==> config.mk <==
export PLATFORM = sky130hd
export DESIGN_NAME = uart_rx_deserializer
export DESIGN_NICKNAME = d
export VERILOG_FILES = /design/src/rtl/uart_pkg.sv /design/src/rtl/uart_bit_sampler.sv /design/src/rtl/uart_rx_deserializer.sv
export SDC_FILE = /design/constraint.sdc
export NUM_CORES = 1
export LEC_CHECK = 0
export BUFFER_PORTS_ARGS = -buffer_cell sky130_fd_sc_hd__buf_2
export CAP_MARGIN = 30
export CORE_ASPECT_RATIO = 1.1
export CORE_UTILIZATION = 50
export DETAILED_ROUTE_END_ITERATION = 10
export PLACE_DENSITY = 0.68
export SYNTH_ARGS = -nofsm -noshare
export SYNTH_HDL_FRONTEND = slang
export SYNTH_SLANG_ARGS = --single-unit
export TNS_END_PERCENT = 1
==> constraint.sdc <==
create_clock -name i_clk -period 2.9 [get_ports i_clk]
set_input_delay 0.58 -clock i_clk [delete_from_list [all_inputs] [get_ports i_clk]]
set_output_delay 0.58 -clock i_clk [all_outputs]
set_load 0.05 [all_outputs]
==> src/rtl/uart_pkg.sv <==
// Shared definitions for the UART receive path: state encoding, default
// frame geometry and the 2-of-3 vote used by the bit sampler.
package uart_pkg;

  localparam int DEF_OVERSAMPLE = 16;
  localparam int DEF_DATA_BITS  = 8;
  localparam int MID            = DEF_OVERSAMPLE / 2;

  typedef enum logic [2:0] {
    ST_IDLE   = 3'd0,
    ST_START  = 3'd1,
    ST_DATA   = 3'd2,
    ST_PARITY = 3'd3,
    ST_STOP   = 3'd4
  } rx_state_e;

  // Majority of three samples; a single corrupted sample cannot flip the bit.
  function automatic logic majority3(input logic a, input logic b, input logic c);
    return (a & b) | (a & c) | (b & c);
  endfunction

endpackage

==> src/rtl/uart_bit_sampler.sv <==
// Per-bit timing for the UART receiver. Counts baud ticks within a bit
// period, captures the line around the bit centre and produces a
// majority-voted bit together with decision and end-of-bit strobes.
module uart_bit_sampler
  import uart_pkg::*;
#(
  parameter int OVERSAMPLE = DEF_OVERSAMPLE
) (
  input  logic i_clk,
  input  logic i_rst,
  input  logic i_baud_tick,
  input  logic i_clear,
  input  logic i_rx,
  output logic o_decide,
  output logic o_bitend,
  output logic o_bit
);

  localparam int CW         = $clog2(OVERSAMPLE);
  localparam int SAMPLE_MID = OVERSAMPLE / 2;

  localparam logic [CW-1:0] T_LO   = CW'(SAMPLE_MID - 1);
  localparam logic [CW-1:0] T_MID  = CW'(SAMPLE_MID);
  localparam logic [CW-1:0] T_HI   = CW'(SAMPLE_MID + 1);
  localparam logic [CW-1:0] T_LAST = CW'(OVERSAMPLE - 1);

  logic [CW-1:0] tcnt;
  logic          s_lo;
  logic          s_mid;

  // Tick counter: advances once per baud tick, held at zero while cleared.
  always_ff @(posedge i_clk) begin
    // NOTE: sequential state uses non-blocking assignments so every flop
    // samples the pre-edge value of its inputs, independent of block order.
    if (i_rst || i_clear) begin
      tcnt <= '0;
    end else if (i_baud_tick) begin
      tcnt <= (tcnt == T_LAST) ? '0 : tcnt + 1'b1;
    end
  end

  // Capture the two early vote samples; the third is the live line value
  // on the decision tick itself.
  always_ff @(posedge i_clk) begin
    if (i_rst || i_clear) begin
      s_lo  <= 1'b1;
      s_mid <= 1'b1;
    end else if (i_baud_tick) begin
      if (tcnt == T_LO)  s_lo  <= i_rx;
      if (tcnt == T_MID) s_mid <= i_rx;
    end
  end

  assign o_decide = i_baud_tick && !i_clear && (tcnt == T_HI);
  assign o_bitend = i_baud_tick && !i_clear && (tcnt == T_LAST);
  assign o_bit    = majority3(s_lo, s_mid, i_rx);

endmodule

==> src/rtl/uart_rx_deserializer.sv <==
// UART receive front end: synchronizes the serial line, detects start
// bits, shifts in the data byte LSB-first, samples the parity bit and
// checks the stop bit. Results are published together with a one-cycle
// o_done pulse and held stable until the next frame completes.
module uart_rx_deserializer
  import uart_pkg::*;
#(
  parameter int OVERSAMPLE = DEF_OVERSAMPLE,
  parameter int DATA_BITS  = DEF_DATA_BITS,
  parameter int PARITY_EN  = 1
) (
  input  logic                 i_clk,
  input  logic                 i_rst,
  input  logic                 i_baud_tick,
  input  logic                 i_rx,
  output logic [DATA_BITS-1:0] o_data,
  output logic                 o_zerodetected,
  output logic                 o_onedetected,
  output logic                 o_stoperror,
  output logic                 o_done,
  output logic                 o_busy
);

  localparam int BCW = (DATA_BITS > 1) ? $clog2(DATA_BITS) : 1;
  localparam logic [BCW-1:0] LAST_BIT = BCW'(DATA_BITS - 1);

  logic                 rx_meta;
  logic                 rx_sync;
  rx_state_e            state;
  logic [BCW-1:0]       bit_cnt;
  logic [DATA_BITS-1:0] shreg;
  logic                 par_pending;

  logic                 clear;
  logic                 decide;
  logic                 bitend;
  logic                 bit_v;

  // Two-flop synchronizer for the asynchronous line; resets to idle-high.
  always_ff @(posedge i_clk) begin
    if (i_rst) begin
      rx_meta <= 1'b1;
      rx_sync <= 1'b1;
    end else begin
      rx_meta <= i_rx;
      rx_sync <= rx_meta;
    end
  end

  // The tick counter is parked at zero while idle so a start edge always
  // begins a fresh bit period.
  assign clear  = (state == ST_IDLE);
  assign o_busy = (state != ST_IDLE);

  uart_bit_sampler #(
    .OVERSAMPLE(OVERSAMPLE)
  ) u_sampler (
    .i_clk      (i_clk),
    .i_rst      (i_rst),
    .i_baud_tick(i_baud_tick),
    .i_clear    (clear),
    .i_rx       (rx_sync),
    .o_decide   (decide),
    .o_bitend   (bitend),
    .o_bit      (bit_v)
  );

  // Frame FSM: walks start, data, optional parity and stop bits and
  // publishes the frame results on the stop-bit decision tick.
  always_ff @(posedge i_clk) begin
    if (i_rst) begin
      state          <= ST_IDLE;
      bit_cnt        <= '0;
      shreg          <= '0;
      par_pending    <= 1'b0;
      o_data         <= '0;
      o_zerodetected <= 1'b0;
      o_onedetected  <= 1'b0;
      o_stoperror    <= 1'b0;
      o_done         <= 1'b0;
    end else begin
      // NOTE: o_done defaults low every cycle so it can only ever be a
      // single-cycle pulse; the STOP branch overrides it for one edge.
      o_done <= 1'b0;
      case (state)
        ST_IDLE: begin
          if (!rx_sync) begin
            state       <= ST_START;
            bit_cnt     <= '0;
            par_pending <= 1'b0;
          end
        end
        ST_START: begin
          if (decide && bit_v) begin
            // Line went back high before the centre: glitch, not a start.
            state <= ST_IDLE;
          end else if (bitend) begin
            state   <= ST_DATA;
            bit_cnt <= '0;
          end
        end
        ST_DATA: begin
          if (decide) begin
            shreg <= {bit_v, shreg[DATA_BITS-1:1]};
          end
          if (bitend) begin
            if (bit_cnt == LAST_BIT) begin
              state <= (PARITY_EN != 0) ? ST_PARITY : ST_STOP;
            end else begin
              bit_cnt <= bit_cnt + 1'b1;
            end
          end
        end
        ST_PARITY: begin
          if (decide) begin
            par_pending <= bit_v;
          end
          if (bitend) begin
            state <= ST_STOP;
          end
        end
        ST_STOP: begin
          // Leave mid-stop-bit so a start bit immediately following the
          // stop bit is still seen from its falling edge.
          if (decide) begin
            o_data         <= shreg;
            o_onedetected  <= (PARITY_EN != 0) ? par_pending  : 1'b0;
            o_zerodetected <= (PARITY_EN != 0) ? ~par_pending : 1'b0;
            o_stoperror    <= ~bit_v;
            o_done         <= 1'b1;
            state          <= ST_IDLE;
          end
        end
        default: begin
          state <= ST_IDLE;
        end
      endcase
    end
  end

endmodule

* After elaboration in Yosys (flattened, before gate mapping)
Cells that the tools add are included.
** Word-level totals
- Output and inout bits :: 13
- Bits in latches :: 0
- Flip-flop bits (word level) :: 35
- Input bits :: 4
- Bits in writable memories :: 0
- Memory bits (read-only) :: 0
- Memories kept :: 0
** Operators by class
- Reduce and logical (&&, ||, !) cells :: 18
- Multiplexer cells :: 19
- Multipliers :: 0
- Divide/modulo/power cells :: 0
- Order comparisons :: 0
- Bitwise gates (word level) :: 8
- Equal/unequal tests :: 19
- Shift-type cells :: 0
- $add $sub $neg :: 2
** Operators with widths (number)
- 3-bit 2-to-1 mux :: 12
- 2-bit != test (second input constant) :: 9
- 3-bit case mux with 5 select lines :: 1
- 4-bit equality test (second input constant) :: 3
- 6-bit AND reduction :: 2
- 3-bit case mux with 3 select lines :: 1
- 2-bit AND reduction :: 4
- 3-bit by 2-bit equality test with 1-bit output (second input constant) :: 2
- 3-bit equality test (second input constant) :: 2
- 3-bit nonzero test :: 2
- 4-bit by 1-bit adder with 4-bit output (second input constant) :: 1
- 4-bit by 3-bit equality test with 1-bit output (second input constant) :: 1
- 1-bit logical AND :: 4
- 4-bit 2-to-1 mux :: 1
- 3-bit by 1-bit adder with 3-bit output (second input constant) :: 1
- 1-bit AND :: 3
- 3-bit by 1-bit equality test with 1-bit output (second input constant) :: 1
- 3-bit logical NOT :: 1
- 1-bit 2-to-1 mux :: 3
- 3-bit != test (second input constant) :: 1
- 1-bit inverter :: 3
- 3-bit AND reduction :: 1
- 1-bit OR :: 2
- 1-bit case mux with 2 select lines :: 1
- 4 further kinds :: 4

* Longest topological paths before layout
Gate-level depths: netlist (run 1).
- Word-level depth :: 7
- Mapped depth :: 9
- Gate-level depth less buffers :: 7

* Cells and area by module
A second synthesis (run 1) with hierarchy kept.
** Second synthesis, totals
- Cells, all modules :: 186
- Area, all modules :: 1595.3 sq um
** Modules (own cells, without submodules)
- uart_rx_deserializer :: cells each 148, area each 1239.9 sq um, instances 1
- uart_bit_sampler :: cells each 38, area each 355.3 sq um, instances 1

* Least setup slack after synthesis (run 1)
No wires, ideal clock.
- Kind :: input-to-reg
- Start :: in i_baud_tick
- End :: reg state[1]
- Stages on the path :: 7
- Data required time :: 2828 ps
- Slack :: 1146 ps
- Arrival :: 1683 ps
- Path through :: buf_6 > and4b_1 > buf_6 > a2111oi_4 > a21oi_2 > nand2_1 > mux2i_1
** On the way
- Word-level cells in the longest chain between the ends :: 5
- Elaborated cells between the ends (all ways) :: 11
** RTL lines
- start: declaration :: RTL line uart_rx_deserializer.sv:14 : input logic i_baud_tick,
- 1-bit logical AND * :: RTL line uart_bit_sampler.sv:54, uart_bit_sampler.sv:55
- 1-bit logical AND :: RTL line uart_bit_sampler.sv:54 : assign o_decide = i_baud_tick && !i_clear && (tcnt == T_HI);
- 1-bit logical AND :: RTL line uart_rx_deserializer.sv:94 : if (decide && bit_v) begin
- 3-bit != test (no line) / 3-bit 2-to-1 mux (equally long branches)
- 6-bit AND reduction (no line) / 3-bit case mux with 5 select lines (equally long branches)
- end signal: assignment :: RTL line uart_rx_deserializer.sv:108 : state <= (PARITY_EN != 0) ? ST_PARITY : ST_STOP;
- end: declaration :: RTL line uart_rx_deserializer.sv:29 : rx_state_e state;
Every way passes the cells marked *; elsewhere a longest branch is shown, timed or not.
A chain may end at the register's enable or synchronous reset.

* Worst setup path in the final report (run 1)
- Start :: reg state[0]
- End :: out o_busy
** On the way
- Word-level cells in the longest chain between the ends :: 1
** RTL lines
- 3-bit nonzero test :: RTL line uart_rx_deserializer.sv:53 : assign o_busy = (state != ST_IDLE);
- end: declaration :: RTL line uart_rx_deserializer.sv:21 : output logic o_busy
No other way between the ends.

==> impl_metrics.toml, run 1 <==
[run_status]
status = "complete, no violations"

[setup_path]
critical_path.max_fanout = 14
path_class = "reg2out"
crit_path_start_kind = "flop"
cp.arrival_ns = 1.52
worstSetupEndpointType = "primary output"
ff2ff_path_depth = 5
worst_ep_required_time_ns = 2.32
crit_path_start = "state[0]$_SDFFE_PP0P_"
rr_endpoint = "o_stoperror$_SDFFE_PP0P_"
reg2reg_from = "u_sampler.tcnt[0]$_SDFFE_PP0P_"
r2r_setup_slack_ns = 0.96

[die]
io_pins = 17
start_util = 0.521
fp.dieW_um = 55.5
core_area_mm2 = 0.00302
rows = 21
dieArea_mm2 = 0.00338
die_y_um = 60.9

[pwr]
p_sw_w = 0.000191
clockPowerShare = 0.358
p_int_w = 0.000642
leakagePower_nw = 0.807
switching_share = 0.229
ir_drop_uv = 360
pwr-share-comb = 0.053
p_per_area_mw_per_mm2 = 487
sequentialPowerShare = 0.589

[synth]
yosysWarnings = 0
yosysTopAreaCellShare = 0.445
synth_top_family_by_area = "simple AND/OR/NAND/NOR gates"
syn_avg_cell_area_um2 = 9.66
syn_area_mm2 = 0.00158
synth_xor_xnor_area_share = 0.0111
synth.area.top_cells = "dfxtp_1 (44%), mux2i_1 (14%), nor2_1 (6.9%)"
synthMuxAreaShare = 0.140
yosysTopAreaCell = "dfxtp_1"
synthAdderAreaFrac = 0.0461
synth-simple-area-share = 0.226
syn-instance-count = 163
ys_types = 36
ys_seq_area_frac = 0.445
ys_ff_latch = 35
synth-compound-area-share = 0.0898
synth_nets = 172

[grt]
gr-total-overflow = 0
grt_pass1_vias = 1097
grtUsageTotal = 0.182
grt_start_max_net_pins = 34
antenna_found_initial = 0
grt_pass1_wl_um = 4580

[clocking]
htree_num_levels = 2
cts_buffer_depth = 2
cts_sinks = 35
ctsResizeCount = 0
cts_root_buffer = "clkbuf_4"
post_cts_buffers = 0
clk_pin_slew_ns = 0.10
cts_tree = "done"
numCtsBuffers = 5
clk_latency_ns = 0.33
holdBufCountCts = 0

[finish]
final_nets = 186
final_common_cell = "dfxtp_1"
layout_common_cells = "dfxtp_1 (35), nor2_1 (29), mux2i_1 (22)"
area_growth_pct = 8.66
n_antenna_cell = 0
layout-drive-gt1-share = 0.185
final_area_mm2 = 0.00171

[route]
firstDrtPassIters = 4
drt_iter0_markers = 32
drc = 0
wl_per_cell_um = 12.7
ant_nets = 0
routed_wl_um = 2680
viasPerCell = 5.34
num_vias = 1133

[placed_design]
place_area_mm2 = 0.00164
port_buffers = 16
gp_congestion = 0.832
dp.final_hpwl_um = 1850

[sta]
fmax_mhz = 476
finalHoldViolations = 0
finalClockSkew_ns = 0.00450
setup_viol = 0
rsz0062_at_grt = "false"
worstMarginPinSlew_ns = 0.566
slew_viol_final = 0
fin_tns_setup_ns = 0
post-route-min-period_ns = 2.10
min_period_over_period = 0.724
slew_headroom = 0.623

[flow_run]
drv_cap = 0

[worst_hold_path]
min_to = "rx_sync$_SDFF_PP1_"
worst_hold_path_type = "reg2reg"
min-delay-start = "rx_meta$_SDFF_PP1_"
worstHoldPathCells = 1
## layer usage
layer	global-route usage	vias up	routed length (um)	share of wire
met5	0	-	0	0
met4	0.114	0	26	0.0097
met3	0.0810	2	100	0.037
met2	0.299	14	1240	0.46
met1	0.197	525	1320	0.49
li1	-	592	-	-
## registers in the layout, summed over array words and instances (netlist names)
| register | cells |
|---|---|
| par_pending | 1 |
| o_data | 8 |
| rx_sync | 1 |
| o_done | 1 |
| o_zerodetected | 1 |
| rx_meta | 1 |
| u_sampler.tcnt | 4 |
| u_sampler.s_lo | 1 |
| o_stoperror | 1 |
| bit_cnt | 3 |
| shreg | 8 |
| o_onedetected | 1 |
| u_sampler.s_mid | 1 |
| state | 3 |
## stage by stage
step	setup WS [ns]	hold WS, ns	total power (W)	utilization	std cells
finish	0.800	0.418	0.000833	0.566	212
CTS	0.777	0.416	0.000844	0.566	212
global placement	0.909	0.398	0.000545	0.542	204
detailed placement	0.819	0.397	0.000546	0.542	204
floorplan	1.15	0.389	0.000539	-	163
global route	0.686	0.402	0.000873	0.566	212
## cell usage after synthesis, drive strengths merged
| cell type | count |
|---|---|
| a2111oi | 1 |
| a211oi | 1 |
| a21oi | 12 |
| and2b | 1 |
| and4 | 1 |
| and4b | 1 |
| buf | 6 |
| clkbuf | 3 |
| dfxtp | 35 |
| ha | 5 |
| inv | 2 |
| maj3 | 1 |
| mux2i | 22 |
| nand2 | 7 |
| nand2b | 7 |
| nand3 | 5 |
| nand3b | 1 |
| nand4 | 3 |
| nand4b | 2 |
| nor2 | 29 |
| nor2b | 3 |
| nor3 | 1 |
| nor3b | 2 |
| o211ai | 1 |
| o21ai | 3 |
| o21bai | 1 |
| o32ai | 1 |
| or2 | 2 |
| or3 | 2 |
| xnor2 | 1 |
| xor2 | 1 |
## final cells by class
cell class / instances / area, um2
multi-input combinational: 117 / 808
sequential: 35 / 701
inverter: 2 / 7.51
fill: 281 / 1310
clock inverter: 1 / 7.51
timing repair buffer: 16 / 80.1
clock buffer: 7 / 65.1
tap: 34 / 42.5
## power groups by stage
stage               registers [W]  logic (W)  clock network, W
floorplan                0.000497  0.0000416                 0
global placement         0.000502  0.0000430                 0
detailed placement       0.000502  0.0000443                 0
CTS                      0.000491  0.0000445          0.000308
global route             0.000492  0.0000483          0.000332
finish                   0.000491  0.0000440          0.000298
## worst max-delay path, stage by stage, from the launching register on
cell and delay (ns):
dfxtp_1 0.47, or3_1 0.48, buf_2 0.24
## how the worst max path moves through the flow
stage / end / slack [ns]
after floorplan: state[1]$_SDFFE_PP0P_ / 1.15
after global placement: o_data[3]$_SDFFE_PP0P_ / 0.91
after detailed placement: o_stoperror$_SDFFE_PP0P_ / 0.82
after CTS: o_busy / 0.78
after global routing: o_busy / 0.69
final: o_busy / 0.80
## kinds of logic after synthesis
kind of cell	count (synthesis)
XOR/XNOR	2
flip-flops	35
AND/OR/NAND/NOR	67
buffers and inverters	11
AO/OA/AOI/OAI	20
multiplexers	22
adder cells (fa/ha/maj)	6
(Power assumes the default switching activity.)
==> run 2: changes to the inputs <==
--- a/config.mk
+++ b/config.mk
@@ -5,12 +5,13 @@
 export SDC_FILE = /design/constraint.sdc
 export NUM_CORES = 1
 export LEC_CHECK = 0
+export ABC_AREA = 1
 export BUFFER_PORTS_ARGS = -buffer_cell sky130_fd_sc_hd__buf_2
 export CAP_MARGIN = 30
 export CORE_ASPECT_RATIO = 1.1
 export CORE_UTILIZATION = 50
 export DETAILED_ROUTE_END_ITERATION = 10
-export PLACE_DENSITY = 0.68
+export PLACE_DENSITY = 0.7
 export SYNTH_ARGS = -nofsm -noshare
 export SYNTH_HDL_FRONTEND = slang
 export SYNTH_SLANG_ARGS = --single-unit
==> constraint.sdc (replaced) <==
create_clock -name i_clk -period 1.9 [get_ports i_clk]
set_input_delay 0.38 -clock i_clk [delete_from_list [all_inputs] [get_ports i_clk]]
set_output_delay 0.38 -clock i_clk [all_outputs]
set_load 0.05 [all_outputs]
==> run 2 against run 1 <==
Compared with the run above: wire length rose by 5.7%; clock-buffer cell count is the same; critical path depth up 1; final cell count increased by 28%; die area up 4.2%; utilization is 1.2 points higher; clock skew grew 0.0037 ns; cell area grew 4.8%; combinational power rose to 15 times the previous value; critical path type unchanged; critical endpoint unchanged; largest power group unchanged; highest routed layer unchanged.
==> impl_metrics.toml, run 2 <==
[run_status]
status = "complete, no violations"

[route]
routed_wl_um = 2830
num_vias = 1350
ant_nets = 0
firstDrtPassIters = 4
drt_iter0_markers = 48
viasPerCell = 4.96
drc = 0
wl_per_cell_um = 10.4

[grt]
grt_pass1_vias = 1239
grt_start_max_net_pins = 15
grt_pass1_wl_um = 5240
gr-total-overflow = 0
grtUsageTotal = 0.192
antenna_found_initial = 0

[setup_path]
r2r_setup_slack_ns = 0.40
cp.arrival_ns = 1.37
critical_path.max_fanout = 6
path_class = "reg2out"
worst_ep_required_time_ns = 1.52
worstSetupEndpointType = "primary output"
crit_path_start_kind = "flop"

[finish]
layout_common_cells = "nor2_1 (61), dfxtp_1 (35), nand2_1 (27)"
n_antenna_cell = 0
area_growth_pct = 9.06
layout-drive-gt1-share = 0.206
fin_cells = 272
top_regs = "o_data x8, shreg x8, u_sampler.tcnt x4"
final_nets = 246
final_common_cell = "nor2_1"
fin_util = 0.578

[pwr]
ir_drop_uv = 540
p_per_area_mw_per_mm2 = 1030
leakagePower_nw = 0.872

[clocking]
post_cts_buffers = 0
clk_latency_ns = 0.34
cts_tree = "done"
holdBufCountCts = 0
clk_pin_slew_ns = 0.10
cts_root_buffer = "clkbuf_4"
htree_num_levels = 2
ctsResizeCount = 0
cts_sinks = 35
cts_buffer_depth = 2
numCtsBuffers = 5

[placed_design]
gp_congestion = 0.827
dp_cells = 264
dp.final_hpwl_um = 2140
port_buffers = 16

[synth]
yosysWarnings = 0
ys_seq_area_frac = 0.426
synthArstFlopShare = 0
synth-main-ff-cell = "dfxtp_1"
yosysTopAreaCellShare = 0.426
synth.area.top_cells = "dfxtp_1 (43%), nor2_1 (14%), nand2_1 (6.2%)"
yosysTopAreaCell = "dfxtp_1"
syn-instance-count = 218
syn_area_mm2 = 0.00164
ys_types = 27
synth-edff-count = 0
yosys-top-cells-count = "nor2_1 (61), dfxtp_1 (35), nand2_1 (27)"
synth_nets = 227
ys_ff_latch = 35
syn_avg_cell_area_um2 = 7.54
yosysMostFrequentCell = "nor2_1"

[die]
fp.dieW_um = 56.7
rows = 21
die_y_um = 62.1
io_pins = 17
core_area_mm2 = 0.00310
dieArea_mm2 = 0.00352
start_util = 0.530

[sta]
slew_headroom = 0.784
worstMarginPinSlew_ns = 0.323
min_period_over_period = 0.923
setup_viol = 0
finalClockSkew_ns = 0.00818
finalHoldViolations = 0
fin_tns_setup_ns = 0
hold_slack_ns = 0.231
fmax_mhz = 570
post-route-min-period_ns = 1.75
slew_viol_final = 0
rsz0062_at_grt = "false"

[worst_hold_path]
worst_hold_path_type = "in2reg"

[flow_run]
drv_cap = 0
==> run 2: layout make-up <==
cell class	count	area, um2
fillers	296	1310
multi-input cells	160	845
flip-flops and latches	35	701
repair buffers	17	87.6
inverters	18	67.6
clock buffers	7	45.0
well taps	34	42.5
clock inverters	1	5.00
==> run 2: logic make-up after synthesis <==
family | share of synthesized area
and+or+nand+nor | 0.380
DFF | 0.426
AOI/OAI and AO/OA | 0.0959
buffers and inverters | 0.0601
adders and majority gates | 0.0381
==> run 2: per-stage QoR <==
stage          setup WS [ns]  cell area, um2  power, W
2_1_floorplan          0.529            1640   0.00139
3_3_place_gp           0.396            1740   0.00149
3_5_place_dp           0.343            1740   0.00150
4_1_cts                0.127            1790   0.00188
5_1_grt               0.0681            1790   0.00202
6_report               0.146            1790   0.00186
==> run 2: worst paths after layout <==
path,start,endpoint,cells past startpoint
worst min-delay path,i_rx,rx_meta$_SDFF_PP1_,2
worst max register to register,u_sampler.tcnt[1]$_SDFFE_PP0P_,o_stoperror$_SDFFE_PP0P_,8
worst max-delay path,state[1]$_SDFFE_PP0P_,o_busy,3
worst min register to register,rx_meta$_SDFF_PP1_,rx_sync$_SDFF_PP1_,1
==> run 2: where the power goes <==
group	total (W)	leakage [nW]	internal (W)	switching (W)
combinational	0.000640	0.559	0.000223	0.000417
sequential	0.000837	0.284	0.000782	0.0000550
clock	0.000378	0.0293	0.000144	0.000234
total	0.00186	0.872	0.00115	0.000706
==> run 2: worst max-delay path: stages, from the launching register on <==
cell     delay [ns]
dfxtp_1        0.51
inv_2          0.10
nand2_2        0.14
buf_2          0.28
==> run 2: metal layers <==
metal | global-route usage | wire, um | vias up
li1 | - | - | 735
met1 | 0.236 | 1420 | 595
met2 | 0.302 | 1250 | 15
met3 | 0.0625 | 105 | 5
met4 | 0.0844 | 61 | 0
met5 | 0 | 0 | -
==> run 3: changes to the inputs <==
--- a/config.mk
+++ b/config.mk
@@ -5,7 +5,6 @@
 export SDC_FILE = /design/constraint.sdc
 export NUM_CORES = 1
 export LEC_CHECK = 0
-export ABC_AREA = 1
 export BUFFER_PORTS_ARGS = -buffer_cell sky130_fd_sc_hd__buf_2
 export CAP_MARGIN = 30
 export CORE_ASPECT_RATIO = 1.1
==> run 3 against run 2 <==
Compared with the run above: total power down 27%; largest power group unchanged; setup slack worse by 0.067 ns; non-clock buffer count up 1; critical endpoint unchanged.
==> impl_metrics.toml, run 3 (synthesis results as in run 1) <==
[clocking]
cts_buffer_depth = 2
post_cts_buffers = 0
cts_tree = "done"
htree_num_levels = 2
holdBufCountCts = 0
ctsResizeCount = 1
clk_pin_slew_ns = 0.10
cts_sinks = 35
numCtsBuffers = 5
cts_root_buffer = "clkbuf_4"
clk_latency_ns = 0.32

[setup_path]
worst_ep_required_time_ns = 1.52
crit_chain = "or3_1 > buf_2"
slowest_delay_ns = 0.47
critical-path-top-delay-family = "simple AND/OR/NAND/NOR gates"
cp.arrival_ns = 1.44
path_class = "reg2out"
crit_path_start_kind = "flop"
critical_path.max_fanout = 10
worstSetupEndpointType = "primary output"
critical_path_buf_inv_count = 1
crit_slowest_cell = "or3_1"

[grt]
grt_start_max_net_pins = 34
grt_pass1_vias = 1096
antenna_found_initial = 0
grtUsageTotal = 0.185
gr-total-overflow = 0
grt_pass1_wl_um = 4810

[placed_design]
gp_congestion = 0.829
port_buffers = 16
dp.final_hpwl_um = 2020
pre_cts_ws_ns = 0.0593

[finish]
n_antenna_cell = 0
fin_util = 0.584
layout-drive-gt1-share = 0.233
final_common_cell = "dfxtp_1"
layout_common_cells = "dfxtp_1 (30), nor2_1 (29), mux2i_1 (22)"
final_nets = 188
area_growth_pct = 12.0
top_regs = "o_data x8, shreg x8, u_sampler.tcnt x4"

[sta]
timing.final.ws_setup_ns = 0.0791
slew_headroom = 0.625
worstMarginPinSlew_ns = 0.563
slew_viol_final = 0
finalHoldViolations = 0
post-route-min-period_ns = 1.82
finalClockSkew_ns = 0.00797
min_period_over_period = 0.958
fmax_mhz = 549
setup_viol = 0

[die]
start_util = 0.521
fp.dieW_um = 55.5
die_y_um = 60.9
core_area_mm2 = 0.00302
io_pins = 17
rows = 21
dieArea_mm2 = 0.00338

[route]
drc = 0
viasPerCell = 5.53
firstDrtPassIters = 4
routed_wl_um = 2880
drt_iter0_markers = 32
num_vias = 1183
wl_per_cell_um = 13.4
ant_nets = 0

[worst_hold_path]
worst_hold_path_type = "in2reg"

[run_status]
status = "complete, no violations"

[pwr]
p_sw_w = 0.000286
switching_share = 0.210
leakagePower_nw = 0.835
sequentialPowerShare = 0.550
p_per_area_mw_per_mm2 = 772
pwr-share-comb = 0.052
clockPowerShare = 0.398
p_int_w = 0.00108
ir_drop_uv = 578

[flow_run]
drv_cap = 0
-- run 3: cell count changes in the layout (fill, tap and decap cells not counted), moves of 7 or more --
cell     change
nand2_1     -20
nand3_1      -7
nor2_4       -7
inv_1       -12
mux2i_1     +22
nor2_1      -32
o21ai_0     -14
-- run 3: through the flow --
step | total power (W) | TNS [ns] | cells | hold slack, ns | cell area, um2
after floorplan | 0.000822 | 0 | 163 | 0.389 | 1580
after global placement | 0.000833 | 0 | 206 | 0.397 | 1670
after detailed placement | 0.000835 | 0 | 206 | 0.396 | 1670
after CTS | 0.00138 | 0 | 214 | 0.231 | 1750
after global routing | 0.00143 | -0.00683 | 214 | 0.218 | 1760
final | 0.00136 | 0 | 214 | 0.242 | 1760
-- run 3: worst register-to-register path, stage by stage, from the launching register on --
cell	delay, ns
dfxtp_2	0.38
inv_1	0.07
ha_1	0.17
and4b_2	0.30
a2111oi_4	0.39
a21oi_2	0.08
nand2_1	0.11
mux2i_1	0.21
-- run 3: final cells by class --
class / count / area [um2]
Tap cell: 34 / 42.5
Clock inverter: 2 / 35.0
Multi-Input combinational cell: 117 / 813
Fill cell: 262 / 1260
Inverter: 2 / 7.51
Sequential cell: 35 / 707
Clock buffer: 6 / 51.3
Timing Repair Buffer: 18 / 108
-- run 3: path summary, 6_finish.rpt --
| kind | cells after the start | to | from | slack [ns] |
|---|---|---|---|---|
| max | 2 | o_busy | state[2]$_SDFFE_PP0P_ | 0.08 |
| max reg2reg | 7 | state[1]$_SDFFE_PP0P_ | u_sampler.tcnt[1]$_SDFFE_PP0P_ | 0.11 |
| min | 2 | rx_meta$_SDFF_PP1_ | i_rx | 0.24 |
| min reg2reg | 1 | rx_sync$_SDFF_PP1_ | rx_meta$_SDFF_PP1_ | 0.42 |
-- run 3: layer usage --
layer | vias up | GRT usage | wire [um]
li1 | 597 | - | -
met4 | 0 | 0.0893 | 25
met2 | 22 | 0.308 | 1420
met5 | - | 0 | 0
met1 | 562 | 0.224 | 1330
met3 | 2 | 0.0533 | 93
-- run 3: power groups by stage --
stage | Combinational [W] | Clock [W] | Sequential, W
final | 0.0000704 | 0.000543 | 0.000749
after floorplan | 0.0000635 | 0 | 0.000759
after detailed placement | 0.0000696 | 0 | 0.000765
after global placement | 0.0000683 | 0 | 0.000765
after global routing | 0.0000769 | 0.000602 | 0.000751
after CTS | 0.0000700 | 0.000560 | 0.000749
